--- src/rtl/prio_irq_pkg.sv ---
// prio_irq_pkg: shared sizes, FSM states and reset constants for prio_irq_ctrl8
package prio_irq_pkg;
  localparam int N_REQ = 8;
  localparam int VEC_W = 3;
  localparam logic [N_REQ-1:0] REQ_D_RST = 8'hFF;
  typedef enum logic [1:0] {
    S_IDLE  = 2'd0,
    S_SERVE = 2'd1,
    S_ACKW  = 2'd2
  } state_t;
endpackage

--- src/rtl/prio_enc8.sv ---
// prio_enc8: combinational 8-to-3 priority encoder, bit 7 highest
module prio_enc8
  import prio_irq_pkg::*;
(
  input  logic [N_REQ-1:0] d,
  output logic [VEC_W-1:0] idx,
  output logic             valid
);
  always_comb begin
    idx = '0;
    for (int i = 0; i < N_REQ; i++) idx = d[i] ? VEC_W'(i) : idx;
  end
  assign valid = |d;
endmodule

--- src/rtl/prio_irq_ctrl8.sv ---
// prio_irq_ctrl8: edge-captured 8-line priority interrupt controller with req/ack handshake (IRQ_MASK_EN adds mask port)
module prio_irq_ctrl8
  import prio_irq_pkg::*;
(
  input  logic             clk,
  input  logic             rst,
  input  logic             en,
  input  logic [N_REQ-1:0] req,
  input  logic             ack,
`ifdef IRQ_MASK_EN
  input  logic [N_REQ-1:0] mask,
`endif
  output logic             irq,
  output logic [VEC_W-1:0] vec,
  output logic             any_pend,
  output logic             none
);
  state_t           state_q;
  logic [N_REQ-1:0] req_prev_q;
  logic [N_REQ-1:0] pending_q;
  logic [N_REQ-1:0] pending_d;
  logic [N_REQ-1:0] enc_in;
  logic [VEC_W-1:0] vec_q;
  logic             irq_q;
  logic [VEC_W-1:0] enc_idx;
  logic             enc_valid;
  logic [N_REQ-1:0] rise;
  logic [N_REQ-1:0] clr;
  assign rise      = req & ~req_prev_q;
  assign clr       = (state_q == S_SERVE && ack) ? N_REQ'(1) << vec_q : '0;
  assign pending_d = (pending_q & ~clr) | rise;
`ifdef IRQ_MASK_EN
  assign enc_in = pending_q & ~mask;
`else
  assign enc_in = pending_q;
`endif
  prio_enc8 u_enc (
    .d     (enc_in),
    .idx   (enc_idx),
    .valid (enc_valid)
  );
  always_ff @(posedge clk) begin
    if (rst) begin
      state_q    <= S_IDLE;
      req_prev_q <= REQ_D_RST;
      pending_q  <= '0;
      vec_q      <= '0;
      irq_q      <= 1'b0;
    end else begin
      req_prev_q <= req;
      pending_q  <= pending_d;
      case (state_q)
        S_IDLE: if (en && enc_valid) begin
          vec_q   <= enc_idx;
          irq_q   <= 1'b1;
          state_q <= S_SERVE;
        end
        S_SERVE: if (ack) begin
          irq_q   <= 1'b0;
          state_q <= S_ACKW;
        end
        S_ACKW: if (!ack) state_q <= S_IDLE;
        default: state_q <= S_IDLE;
      endcase
    end
  end
  assign irq      = irq_q;
  assign vec      = vec_q;
  assign any_pend = |pending_q;
  assign none     = en & ~|pending_q;
endmodule

--- config.mk ---
export PLATFORM = sky130hd
export DESIGN_NAME = prio_irq_ctrl8
export DESIGN_NICKNAME = d
export VERILOG_FILES = /design/src/rtl/prio_irq_pkg.sv /design/src/rtl/prio_enc8.sv /design/src/rtl/prio_irq_ctrl8.sv
export SDC_FILE = /design/constraint.sdc
export NUM_CORES = 1
export LEC_CHECK = 0
export CAP_MARGIN = 0
export CORE_MARGIN = 5
export CORE_UTILIZATION = 30
export DETAILED_ROUTE_END_ITERATION = 12
export DONT_BUFFER_PORTS = 1
export PLACE_DENSITY_LB_ADDON = 0.3
export SYNTH_ARGS = -nofsm -noshare
export SYNTH_HDL_FRONTEND = slang
export SYNTH_SLANG_ARGS = --single-unit
--- constraint.sdc ---
create_clock -name clk -period 3.6 [get_ports clk]
set_input_delay 0.36 -clock clk [delete_from_list [all_inputs] [get_ports clk]]
set_output_delay 0.36 -clock clk [all_outputs]
set_load 0.02 [all_outputs]
**Word level (Yosys, flattened, before mapping)**

Index checks and enable logic that the tools add are counted.

- Eq/ne operators: 5
- Shift-type cells: 1
- Mux-type cells: 15
- Bitwise gates (word level): 6
- Reduce and logical (&&, ||, !) cells: 9

Operator list:

| cell | count |
|---|---|
| $mux 3 | 6 |
| $and 8x8->8 | 2 |
| $not 8->8 | 2 |
| $mux 8 | 1 |
| $or 8x8->8 | 1 |
| $reduce_or 8->1 | 1 |
| $shl 1x3->8 const A | 1 |
| $mux 2 | 3 |
| $ne 2x2->1 const B | 3 |
| $pmux 2 s3 | 1 |
| $reduce_and 3->1 | 2 |
| $mux 1 | 3 |
| $eq 2x1->1 const B | 1 |
| $eq 2x2->1 const B | 1 |
| $logic_and 1x1->1 | 2 |
| $logic_not 2->1 | 1 |
| $pmux 1 s2 | 1 |
| $reduce_and 2->1 | 1 |
| $reduce_bool 2->1 | 1 |
| $and 1x1->1 | 1 |
| $logic_not 1->1 | 1 |

- Flip-flop bits (word level): 22
- Bits of input ports: 12
- Word-level logic and storage cells: 41

**Depth between registers and ports, before layout**

Gate-level depths: netlist of run 1.

- Depth in word-level cells: 7
- Depth in mapped cells: 4
- Depth with buffers taken out: 4

**Modules after synthesis**

From an unflattened synthesis of run 1, not the netlist that was laid out.

- Cells, all modules: 94
- Area total of the unflattened synthesis: 888.4 um^2

By module, submodules not included:

| module | times used | cells an instance | area an instance (um^2) | seq. area each (um^2) |
|---|---|---|---|---|
| prio_irq_ctrl8 | 1 | 82 | 822.0 | 440.4 |
| prio_enc8 | 1 | 12 | 66.3 | 0.0 |

**Worst setup path before layout of run 1**

OpenSTA, ideal clock, no wires.

- Path kind: flip-flop to flip-flop
- Start point: register pending_q[3], in the netlist enc_in[3]
- End point: register vec_q[0], in the netlist vec[0]
- Setup time: 132 ps
- Data arrival time: 1203 ps
- Required time: 3468 ps
- Path slack: 2265 ps
- Stages on the path, launching flop included: 5
- Period minus slack after synthesis: 1335 ps
- Cell sequence: dfxtp_1 or4_4 o21ai_4 a21o_2 a21oi_1

- Longest elaborated chain between the ends: 5
- Elaborated cells between the ends (all ways): 8
- Classes of those cells: mux: 5; reduce/logical: 3

Ends and longest elaborated chain:

| what | RTL line | text |
|---|---|---|
| start: declaration | prio_irq_ctrl8.sv:20 | `logic [N_REQ-1:0] pending_q;` |
| start signal: assignment | prio_irq_ctrl8.sv:51 | `pending_q <= pending_d;` |
| $mux 3 (5 in a row) | prio_enc8.sv:11 | `for (int i = 0; i < N_REQ; i++) idx = d[i] ? VEC_W'(i) : idx;` |
| end signal: assignment | prio_irq_ctrl8.sv:54 | `vec_q <= enc_idx;` |
| end: declaration | prio_irq_ctrl8.sv:23 | `logic [VEC_W-1:0] vec_q;` |

Several ways; a longest one is shown, not always the timed one.
A chain may end at the register's enable or synchronous reset.

**Final worst setup path of run 1**

- Start point: register pending_q[3], in the netlist enc_in[3]
- End point: output port none

- Longest elaborated chain between the ends: 3

Ends and longest elaborated chain:

| what | RTL line | text |
|---|---|---|
| $reduce_or 8->1 | prio_irq_ctrl8.sv:70 | `assign none = en & ~\|pending_q;` |
| $logic_not 1->1 | prio_irq_ctrl8.sv:70 |  |
| $and 1x1->1 | prio_irq_ctrl8.sv:70 |  |
| end: declaration | prio_irq_ctrl8.sv:16 | `output logic none` |

Every way passes these cells.

==> impl_metrics.json, run 1 <==
{
  "clk_root_buffer_cell": "clkbuf_4",
  "clockBufferDepth": 2,
  "hold_start": "rst",
  "synthSimpleGateAreaFrac": 0.298,
  "ir_drop_v": 0.000245,
  "area_delta_synth_final_pct": 9.68,
  "antenna_found_initial": 0,
  "drc_errors": 0,
  "path_clk_slew_ns": 0.13,
  "startpoint_type": "flop",
  "hold_path_class": "primary input to flop",
  "cts_tree": "yes",
  "viasPerCell": 5.09,
  "rsz0062_at_grt": "no",
  "initial_core_util": 0.314,
  "synth_fa_ha_area_frac": 0,
  "finish.utilization": 0.344,
  "ctsHoldBuffers": 0,
  "run_status": "complete, no violations",
  "fin_setup_tns_ns": 0,
  "rr_startpoint": "enc_in[3]",
  "grt_pass1_vias": 661,
  "setup_violations": 0,
  "netlist_area_um2": 866,
  "num_vias": 636,
  "io_pins": 18,
  "worstSetupPathType": "flop to primary output",
  "critical_path.slowest_cell": "nor4_1",
  "wl_per_cell_um": 13.7,
  "skew_ns": 0.00636,
  "synth_common_cells": "22 x dfxtp_1, 13 x a21oi_1, 10 x nand2b_1",
  "yosysSeqAreaShare": 0.509,
  "yosysUniqueCellTypes": 24,
  "cts_setup_buffers": 0,
  "met1_usage": 0.122,
  "synth_top_family_by_area": "simple AND/OR/NAND/NOR gates",
  "insertion_delay_ns": 0.30,
  "slew_viol_final": 0,
  "synth-compound-area-share": 0.171,
  "die_w_um": 63.7,
  "max-cap-violations": 0,
  "multi_input_area_um2": 414,
  "fmax_ghz": 0.564,
  "syn_nets": 104,
  "drt_iter0_drc": 12,
  "leakagePower_nw": 0.326,
  "worstMarginPinSlew_ns": 0.435,
  "yosysTopAreaCellShare": 0.509,
  "register_area_um2": 440,
  "cts.sinks": 22,
  "cts.htree.levels": 1,
  "final_antenna_net_count": 0,
  "required_ns": 3.24,
  "critPathLaunch": "enc_in[3]",
  "met2_usage": 0.129,
  "worst-path-max-fanout": 5,
  "synth_most_common_cell": "dfxtp_1",
  "core-area_mm2": 0.00276,
  "routed_wirelength_um": 1710,
  "synth_edf_count": 0,
  "cp_cell_sequence": "nor4_1 > and3_1",
  "fill_cells": 293,
  "synth_mux_area_frac": 0,
  "antenna_cells": 0,
  "async_reset_ff_frac": 0,
  "whs_ns": 0.101,
  "syn_inst": 92,
  "syn_avg_cell_area_um2": 9.41,
  "design.die.area_mm2": 0.00406,
  "total_power_w": 0.000524,
  "routabilityCongestion": 0.825,
  "yosys_register_bits": 22,
  "top_usage_layer": "met2",
  "grt_util_met3": 0.0266,
  "portBuffers": 0,
  "synth_ff_type": "dfxtp_1",
  "fp-row-count": 19,
  "synth_top_cell_by_area": "dfxtp_1",
  "slew-limit-headroom": 0.709,
  "cp_data_arrival_time_ns": 1.41,
  "cts_buffers": 3,
  "yosys-top-cells-area": "dfxtp_1 51%, a21oi_1 7.5%, nand2b_1 7.2%",
  "post-route-period-util": 0.493,
  "nets": 107,
  "powerDensity_mw_per_mm2": 552,
  "grt_first_pass_wirelength_um": 2970,
  "grt_usage": 0.0892,
  "yosys_warnings": 0,
  "fin_crit_ns": 1.77,
  "synth_xor_area_frac": 0.0101,
  "dp_hpwl_um": 1290,
  "drt_pass1_iterations": 4,
  "drive_gt1_frac": 0.202,
  "grt_max_degree": 23,
  "design_area_um2": 950,
  "dieHeight_um": 63.7,
  "crit_path_end_kind": "primary output",
  "cts_resized": 0,
  "postPlaceCellArea_um2": 897,
  "hold_violations": 0,
  "grt_overflow": 0,
  "critical_path.max_stage_delay_ns": 0.40
}
[per-stage QoR]
stage / setup slack, ns / std cells
2_1_floorplan: 2.27 / 92
3_3_place_gp: 2.17 / 121
3_5_place_dp: 2.17 / 121
4_1_cts: 1.81 / 125
5_1_grt: 1.66 / 125
6_report: 1.83 / 125
[report_power, final]
part	switching [W]	leakage [nW]	internal (W)	total, W
combinational	0.0000275	0.116	0.0000277	0.0000552
clock	0.0000742	0.0279	0.000112	0.000187
sequential	0.0000227	0.182	0.000260	0.000282
[cell usage in the layout (no fill, tap or decap), types with 2 or more instances in the layout]
master,Yosys,layout
nand2b_1,10,10
clkbuf_4,0,3
or2_2,9,9
nor4_1,3,3
o31ai_1,2,2
nor3_1,2,2
o21ai_0,7,7
nand2_1,5,5
dfxtp_1,22,22
or4_4,2,2
a21oi_1,13,13
nor2_1,3,3
[metal layers]
layer | wire, um | vias up | share of wire
li1 | - | 328 | -
met1 | 813 | 295 | 0.48
met2 | 771 | 13 | 0.45
met3 | 124 | 0 | 0.073
met4 | 0 | 0 | 0
met5 | 0 | - | 0
[area by class of cell]
class / count / share of cell area
Sequential cell: 22 / 0.464
Multi-Input combinational cell: 67 / 0.436
Tap cell: 31 / 0.0408
Inverter: 1 / 0.00395
Clock buffer: 3 / 0.0237
Clock inverter: 1 / 0.0316
[cell families (layout without fill, tap and decap cells)]
logic type	Yosys count	count (layout)
simple gates	41	41
compound gates	25	25
flops	22	22
buf+inv	3	5
xor+xnor	1	1
[path summary, 6_finish.rpt]
| path | end | slack (ns) | cells after the start |
|---|---|---|---|
| max | none | 1.83 | 2 |
| min | enc_in[3] | 0.10 | 1 |
| max reg2reg | vec[0] | 2.20 | 4 |
| min reg2reg | enc_in[0] | 0.48 | 2 |
[registers in the layout (all words and copies together), names as in the netlist]
name,count
state_q,2
enc_in,8
req_prev_q,8
vec,3
irq,1
[critical path, delay by kind of cell, from the launching register on]
family,cells,cell delay (ns)
simple gates,2,0.75
flops,1,0.36
Note: power is estimated with default switching activity, not from simulation.
==> run 2: changes to the inputs <==
clock period = 1.76 ns   (was 3.6 ns; I/O delays follow)
==> impl_metrics.json, run 2 (same netlist as run 1, synthesis figures left out) <==
{
  "drt_iter0_drc": 6,
  "cts.htree.levels": 1,
  "dr.max_layer_used": "met4",
  "fin_crit_ns": 1.61,
  "area_delta_synth_final_pct": 20.2,
  "hold_violations": 0,
  "worst-path-max-fanout": 5,
  "endpoint": "none",
  "skew_ns": 0.00220,
  "mostFrequentLayoutCells": "22 x dfxtp_1, 13 x a21oi_1, 10 x nand2b_1, 10 x dlygate4sd3_1, 9 x or2_2",
  "ir_drop_v": 0.000638,
  "fin_setup_tns_ns": 0,
  "required_ns": 1.58,
  "core-area_mm2": 0.00276,
  "grt_first_pass_wirelength_um": 3070,
  "fp-row-count": 19,
  "hold_path_class": "primary input to flop",
  "viasPerCell": 5.18,
  "max-cap-violations": 0,
  "stdcell_count": 136,
  "cts.sinks": 22,
  "path_clk_slew_ns": 0.12,
  "fmax_ghz": 0.623,
  "antenna_cells": 0,
  "startpoint_type": "flop",
  "leakagePower_nw": 0.365,
  "routed_wirelength_um": 1850,
  "total_power_w": 0.000996,
  "dp_hpwl_um": 1290,
  "wl_per_cell_um": 13.6,
  "r2r-end": "vec[0]",
  "portBuffers": 0,
  "ctsHoldBuffers": 9,
  "design.die.area_mm2": 0.00406,
  "num_vias": 704,
  "clockBufferDepth": 2,
  "insertion_delay_ns": 0.30,
  "final_antenna_net_count": 0,
  "r2r_slack_ns": 0.32,
  "dieHeight_um": 63.7,
  "met1_length_um": 855,
  "drt_pass1_iterations": 4,
  "powerDensity_mw_per_mm2": 957,
  "wl_met3_um": 102,
  "die_w_um": 63.7,
  "fin_ws_ns": 0.154,
  "slew-limit-headroom": 0.516,
  "dp_cells": 122,
  "nets": 118,
  "cts_setup_buffers": 0,
  "io_pins": 18,
  "cts_buffers": 3,
  "worstMarginPinSlew_ns": 0.724,
  "rr_startpoint": "enc_in[6]",
  "grt_max_degree": 23,
  "clk_root_buffer_cell": "clkbuf_4",
  "crit_path_end_kind": "primary output",
  "place_ws_ns": 0.381,
  "worstSetupPathType": "flop to primary output",
  "routabilityCongestion": 0.848,
  "cts_tree": "yes",
  "grt_pass1_vias": 665,
  "cts_resized": 0,
  "cp_data_arrival_time_ns": 1.43,
  "mostFrequentLayoutCell": "dfxtp_1",
  "antenna_found_initial": 0,
  "initial_core_util": 0.314,
  "drive_gt1_frac": 0.190,
  "rr_worst_depth": 4,
  "hold_depth": 2,
  "critPathLaunch": "enc_in[3]",
  "setup_violations": 0,
  "grt_usage": 0.0965,
  "whs_ns": 0.0139,
  "slew_viol_final": 0,
  "drc_errors": 0,
  "route.met2.wl_um": 862,
  "run_status": "complete, no violations",
  "grt_overflow": 0,
  "rsz0062_at_grt": "no",
  "post-route-period-util": 0.912
}
run 2: changes by cell type in the layout (fill, tap and decap cells not counted):
| cell | previous run | this run |
|---|---|---|
| bufinv_16 | 1 | 0 |
| buf_4 | 0 | 1 |
| dlygate4sd3_1 | 0 | 10 |
| clkbuf_8 | 0 | 1 |
run 2: metrics by stage:
step / util / instance area, um2
floorplan: - / 866
global placement: 0.328 / 905
detailed placement: 0.328 / 905
CTS: 0.374 / 1030
global route: 0.377 / 1040
finish: 0.377 / 1040
run 2: worst min-delay path by stage:
| stage | startpoint | to | slack [ns] |
|---|---|---|---|
| after floorplan | rst | req_prev_q[0] | 0.28 |
| after global placement | rst | enc_in[7] | 0.25 |
| after detailed placement | rst | enc_in[3] | 0.25 |
| after CTS | req[1] | enc_in[1] | 0.003 |
| after global routing | req[5] | enc_in[5] | 0.001 |
| final | req[1] | enc_in[1] | 0.01 |
run 2: where the power goes:
part	total [W]	switching (W)	internal [W]
sequential	0.000578	0.0000470	0.000531
combinational	0.000145	0.0000684	0.0000762
clock	0.000273	0.000147	0.000126
total	0.000996	0.000262	0.000734
run 2: final cells by class:
type                    instances  area [um2]
fillers                       290        1720
flip-flops and latches         22         440
multi-input cells              67         414
repair buffers                 11         108
well taps                      31        38.8
clock buffers                   4        36.3
inverters                       1        3.75
run 2: worst max-delay path, stage by stage, from the launching register on:
cell and delay (ns):
dfxtp_1 0.35, nor4_1 0.41, and3_1 0.36
run 2: metal layers:
layer | track usage | vias up
met3 | 0.0249 | 4
met4 | 0.0623 | 0
li1 | - | 351
met5 | 0 | -
met2 | 0.151 | 14
met1 | 0.116 | 335
